==> config.mk <==
export PLATFORM = sky130hd
export DESIGN_NAME = wac_com_ctrl
export DESIGN_NICKNAME = d
export VERILOG_FILES = /design/src/rtl/wac_com_ctrl_pkg.sv /design/src/rtl/epp_strobe_sync.sv /design/src/rtl/wac_com_ctrl.sv
export SDC_FILE = /design/constraint.sdc
export NUM_CORES = 1
export LEC_CHECK = 0
export BUFFER_PORTS_ARGS = -buffer_cell sky130_fd_sc_hd__buf_2
export CAP_MARGIN = 40
export CORE_ASPECT_RATIO = 1.2
export CORE_MARGIN = 5
export CORE_UTILIZATION = 30
export DETAILED_ROUTE_END_ITERATION = 16
export PLACE_DENSITY = 0.53
export SETUP_SLACK_MARGIN = 0.5
export SLEW_MARGIN = 10
export SYNTH_ARGS = -nofsm -noshare
export SYNTH_HDL_FRONTEND = slang
export SYNTH_SLANG_ARGS = --single-unit
==> constraint.sdc <==
create_clock -name clk -period 3.65 [get_ports clk]
set_clock_uncertainty 0.05 [all_clocks]
set_input_delay 0.365 -clock clk [delete_from_list [all_inputs] [get_ports clk]]
set_output_delay 0.365 -clock clk [all_outputs]
set_load 0.05 [all_outputs]
==> src/rtl/wac_com_ctrl_pkg.sv <==
// rtl/wac_com_ctrl_pkg.sv - shared constants and types for the WAC communication controller
//
// Purpose: EPP register addresses, ctrlWord bit positions and the
// acquisition FSM state encoding. The state codes are visible on stTest.
// Ports: none (package).

package wac_com_ctrl_pkg;

  localparam logic [1:0] ADDR_CTRL = 2'd0;
  localparam logic [1:0] ADDR_CONF = 2'd1;
  localparam logic [1:0] ADDR_NSMP = 2'd2;

  localparam int CTRL_EN   = 0;
  localparam int CTRL_MODE = 1;

  typedef enum logic [2:0] {
    ST_IDLE  = 3'd0,
    ST_WAIT  = 3'd1,
    ST_WR_HI = 3'd2,
    ST_WR_LO = 3'd3,
    ST_DONE  = 3'd4
  } acqStateT;

endpackage

==> src/rtl/epp_strobe_sync.sv <==
// rtl/epp_strobe_sync.sv - two-stage capture of the EPP strobe bus and write-pulse generation
//
// Purpose: registers {dataStb, addrEpp, busBramIn} through an identical
// two-stage pipeline and flags a write when the second strobe stage
// falls from 1 to 0.
// Ports:
//   clk, rst        - system clock, synchronous active-high reset
//   dataStb         - EPP data strobe, active-low, asynchronous
//   addrEpp         - register select
//   busBramIn       - write data byte
//   wrEn            - one-cycle write pulse
//   wrAddr, wrData  - address and data of the write (second stage)

module epp_strobe_sync (
  input  logic       clk,
  input  logic       rst,
  input  logic       dataStb,
  input  logic [1:0] addrEpp,
  input  logic [7:0] busBramIn,
  output logic       wrEn,
  output logic [1:0] wrAddr,
  output logic [7:0] wrData
);

  logic       stb1, stb2, stb2Prev;
  logic [1:0] addr1, addr2;
  logic [7:0] data1, data2;

  always_ff @(posedge clk) begin
    if (rst) begin
      // Strobe is idle-high, so the pipeline resets to 1 to avoid a
      // spurious write as reset is released.
      stb1     <= 1'b1;
      stb2     <= 1'b1;
      stb2Prev <= 1'b1;
      addr1    <= '0;
      addr2    <= '0;
      data1    <= '0;
      data2    <= '0;
    end else begin
      stb1     <= dataStb;
      stb2     <= stb1;
      stb2Prev <= stb2;
      addr1    <= addrEpp;
      addr2    <= addr1;
      data1    <= busBramIn;
      data2    <= data1;
    end
  end

  // Falling edge of the second stage; address/data travel alongside the
  // strobe so they are aligned with this pulse.
  assign wrEn   = stb2Prev & ~stb2;
  assign wrAddr = addr2;
  assign wrData = data2;

endmodule

==> src/rtl/wac_com_ctrl.sv <==
// rtl/wac_com_ctrl.sv - WAC host register decode and ADC-to-BRAM acquisition controller
//
// Purpose: decodes EPP byte writes into ctrlWord/confWord/nSamples and,
// when armed, stores nSamples 12-bit ADC samples into an 8-bit BRAM as
// two bytes each (high nibble first).
// Ports:
//   clk, rst              - system clock, synchronous active-high reset
//   dataStb/addrEpp/busBramIn - EPP write strobe, register select, data
//   datoAdc, readyAdc     - ADC sample and its one-cycle valid pulse
//   busBramAddr/busBramOut/ctrlWeBram/clkBram - BRAM write port
//   ctrlWord/confWord/nSamples - host registers
//   busy, contData, controlEn, modeAdc, stTest - status and debug

module wac_com_ctrl (
  input  logic        clk,
  input  logic        rst,
  input  logic        dataStb,
  input  logic [1:0]  addrEpp,
  input  logic [7:0]  busBramIn,
  input  logic [11:0] datoAdc,
  input  logic        readyAdc,
  output logic [11:0] busBramAddr,
  output logic [7:0]  busBramOut,
  output logic        ctrlWeBram,
  output logic        clkBram,
  output logic [7:0]  ctrlWord,
  output logic [15:0] confWord,
  output logic [11:0] nSamples,
  output logic        busy,
  output logic [2:0]  contData,
  output logic        controlEn,
  output logic        modeAdc,
  output logic [2:0]  stTest
);

  import wac_com_ctrl_pkg::*;

  logic       wrEn;
  logic [1:0] wrAddr;
  logic [7:0] wrData;

  acqStateT    state, stateNext;
  logic [11:0] addrNext;
  logic [11:0] sampleCnt, sampleCntNext;
  logic [11:0] sample, sampleNext;
  logic [11:0] sampleCntInc;

  epp_strobe_sync uStrobe (
    .clk       (clk),
    .rst       (rst),
    .dataStb   (dataStb),
    .addrEpp   (addrEpp),
    .busBramIn (busBramIn),
    .wrEn      (wrEn),
    .wrAddr    (wrAddr),
    .wrData    (wrData)
  );

  assign clkBram   = clk;
  assign controlEn = ctrlWord[CTRL_EN];
  assign modeAdc   = ctrlWord[CTRL_MODE];
  assign stTest    = state;

  // Host register file; writes are accepted regardless of FSM state.
  always_ff @(posedge clk) begin
    if (rst) begin
      ctrlWord <= '0;
      confWord <= '0;
      nSamples <= '0;
      contData <= '0;
    end else if (wrEn) begin
      case (wrAddr)
        ADDR_CTRL: ctrlWord <= wrData;
        ADDR_CONF: confWord <= {confWord[7:0], wrData};
        ADDR_NSMP: nSamples <= {nSamples[3:0], wrData};
        default:   ;
      endcase
      contData <= contData + 3'd1;
    end
  end

  always_ff @(posedge clk) begin
    if (rst) begin
      state       <= ST_IDLE;
      busBramAddr <= '0;
      sampleCnt   <= '0;
      sample      <= '0;
    end else begin
      state       <= stateNext;
      busBramAddr <= addrNext;
      sampleCnt   <= sampleCntNext;
      sample      <= sampleNext;
    end
  end

  assign sampleCntInc = sampleCnt + 12'd1;

  always_comb begin
    stateNext     = state;
    addrNext      = busBramAddr;
    sampleCntNext = sampleCnt;
    sampleNext    = sample;
    busy          = 1'b0;
    ctrlWeBram    = 1'b0;
    busBramOut    = '0;
    case (state)
      ST_IDLE: begin
        if (controlEn && (nSamples != 12'd0)) begin
          addrNext      = '0;
          sampleCntNext = '0;
          stateNext     = ST_WAIT;
        end
      end
      ST_WAIT: begin
        busy = 1'b1;
        // Abort wins over a coincident sample.
        if (!controlEn) begin
          stateNext = ST_IDLE;
        end else if (readyAdc) begin
          sampleNext = datoAdc;
          stateNext  = ST_WR_HI;
        end
      end
      ST_WR_HI: begin
        busy       = 1'b1;
        ctrlWeBram = 1'b1;
        busBramOut = {4'h0, sample[11:8]};
        addrNext   = busBramAddr + 12'd1;
        stateNext  = ST_WR_LO;
      end
      ST_WR_LO: begin
        busy          = 1'b1;
        ctrlWeBram    = 1'b1;
        busBramOut    = sample[7:0];
        addrNext      = busBramAddr + 12'd1;
        sampleCntNext = sampleCntInc;
        // Compared against the live nSamples so host updates mid-run apply.
        stateNext     = (sampleCntInc == nSamples) ? ST_DONE : ST_WAIT;
      end
      ST_DONE: begin
        if (!controlEn) stateNext = ST_IDLE;
      end
      default: stateNext = ST_IDLE;
    endcase
  end

endmodule

==> metrics <==
status finished, final reports clean; vias in the first global route 3624; PnR worst setup slack 0.965 ns; initial antenna violation count 0; largest net degree at the start of global routing 49; Metal-1 WL 4.77 mm; Filler cells 1453; Crit Path Class clock port to output port; VDD IR-drop max 0.502 mV; ant diodes 0; largest family of logic cells by synthesized area simple AND/OR/NAND/NOR gates; CP Capture Type output port; adder-cell share of the synthesized area 0.872%; total track usage 13.6%; Core Region 0.0142 sq mm; Setup crit start kind clock port; Worst path depth 3; Routed WL per cell 14.5 um; Mapped Area 0.00431 sq mm; Fin Setup TNS 0 ns; Vias/cell 4.85; most common cell after layout, fill and taps aside nand2_1; GP Congestion 0.797; delay-heaviest family, CP buffers and inverters; # DRC 0; most frequent cells in the layout nand2_1 (108), dfxtp_1 (101), buf_2 (92); Routed WL 11.2 mm; clk slew on worst S/H paths 0.07 ns; FF-to-FF path depth 6; dominant cell type by area after synthesis dfxtp_1; power density over the cells 452 mW/mm^2; DP HPWL 8.29 mm; DR vias 3722; post-route ant nets 0; # Post-CTS Setup Buffers 0; Hold Path Class input pin to register; syn nets 542; Mapped Cells 513; Slew @ Worst Pin 0.813 ns; layout cells sized above 1 21.8%; worst-skew pair later-pin latency 0.46 ns; I/O Buffers 92; slowest stage cell, crit path buf_2; critical path data arrival time 2.27 ns; Async SR Flop Fraction 0%; XOR/XNOR Fraction of Synth Area 4.82%; Post-Synth Simple-Gate Area 27.4%; Die Span Y 141 um; Max-slew headroom 45.7%; CP max FO 2; Synth Area in Compound Gates 14.6%; hold depth 2; Area contributors post-synth dfxtp_1 (47%), nand2_1 (9.4%), a21oi_1 (7.8%); synth warn 0; Critical Path RT 3.23 ns; P&R area growth vs syn 21.6%; count of different cell masters after synthesis 59; Yosys top cell area share 47.0%; Starting Density 30.2%; MaxCap Viol Count 0; Seq/Total Area, Yosys 47.0%; CP Buf/Inv Count 3; CTS tree yes; # setup viols final 0; crit-path cells clkbuf_16 -> clkbuf_16 -> buf_2; max layer used met4; global route total overflow 0; Post-CTS Hold Fix Bufs 0; post-synthesis mux area share 1.39%; final hold vios 0; Place WS 1.22 ns; Met2 Routed Length 5.79 mm; #FFs+latches synth 101; First-pass DRT Iterations 4; io pins 93; die width 119 um; most frequent CP cell clkbuf_16; Final Slew Violations 0; CP max stage delay 0.20 ns; LEAKAGE 0.00205 uW; met3 WL 467 um; 1st-iter DRT viols 119; first-pass GRT wire length 18.4 mm; unrepaired setup endpoints after global routing no; Post-CTS Resized 0; Die ar. 0.0169 sq mm; Synth Flop Type dfxtp_1; Post-synth EDFFs 0; Cell Rows 48; # nets final 617; FF-to-FF setup slack 1.25 ns; Post-Syn Area per Cell 8.39 sq um
[report_power, final]
part / internal [uW] / total (uW) / switching [uW]
Sequential: 1110 / 1120 / 7.87
Clock: 685 / 1180 / 499
Combinational: 22.6 / 62.0 / 39.4
[registers in the layout, summed over array words and instances, names as in the netlist, 3 cells and up]
register,count
sampleCnt,12
sample,12
nSamples,12
stTest,3
confWord,16
uStrobe.wrData,8
contData,3
uStrobe.data1,8
busBramAddr,12
ctrlWord,8
[worst paths after layout]
check                    start            to
hold reg to reg   uStrobe.stb1  uStrobe.stb2
setup / recovery           clk       clkBram
hold / removal         dataStb  uStrobe.stb1
setup reg to reg     stTest[1]  sampleCnt[8]
[Yosys cell counts, drive strengths merged (3+ instances only)]
cell and number:
nor3 6, or3 7, nor4 4, dfxtp 101, nand3 7, mux2i 6
nor2 37, clkbuf 23, nand2 108, inv 6, and2 5, buf 11
o2111ai 4, and3 8, ha 3, nand2b 5, or4 3, xnor2 8
nor2b 21, xor2 13, or2 4, nand4 4, nand3b 7, a21oi 68
o21ai 15
[cells by family (layout without fill, tap and decap cells)]
group	Yosys count	in the layout
AOI/OAI and AO/OA	104	104
xor gates and xnor gates	22	22
adders and majority gates	3	3
buffers and inverters	40	120
DFF	101	101
muxes	6	6
and+or+nand+nor	237	237
[through the flow]
step / std cells / cell area (sq um) / utilization [%] / hold slack, ns / power, uW
after floorplan: 513 / 4310 / - / 0.339 / 1250
after detailed placement: 749 / 4860 / 34.1 / 0.348 / 1260
final: 768 / 5240 / 36.8 / 0.0346 / 2370
after global routing: 768 / 5240 / 36.8 / 0.0195 / 2460
after global placement: 748 / 4850 / 34.1 / 0.344 / 1260
after CTS: 768 / 5240 / 36.8 / 0.0202 / 2400
[worst reg2reg max path: stages (launching register included)]
cell and delay [ns]:
dfxtp_1 0.45, nand2b_1 0.43, inv_2 0.17, and2_1 0.29, nor2_1 0.57, o21ai_0 0.22, a21oi_1 0.16
[cell type report]
cell class                 instances  area [sq um]  area share, %
multi-input combinational        372          2110           40.3
sequential                       101          2020           38.6
timing repair buffer              94           478           9.13
clock buffer                      14           309           5.90
tap                              175           219           4.18
clock inverter                     6          72.6           1.39
inverter                           6          22.5          0.430
[layer usage]
layer	vias to the layer above	global-route usage [%]
met2	75	23.8
met1	1746	16.1
met5	-	0
li1	1889	-
met4	0	4.95
met3	12	3.49
(Power assumes the default switching activity.)
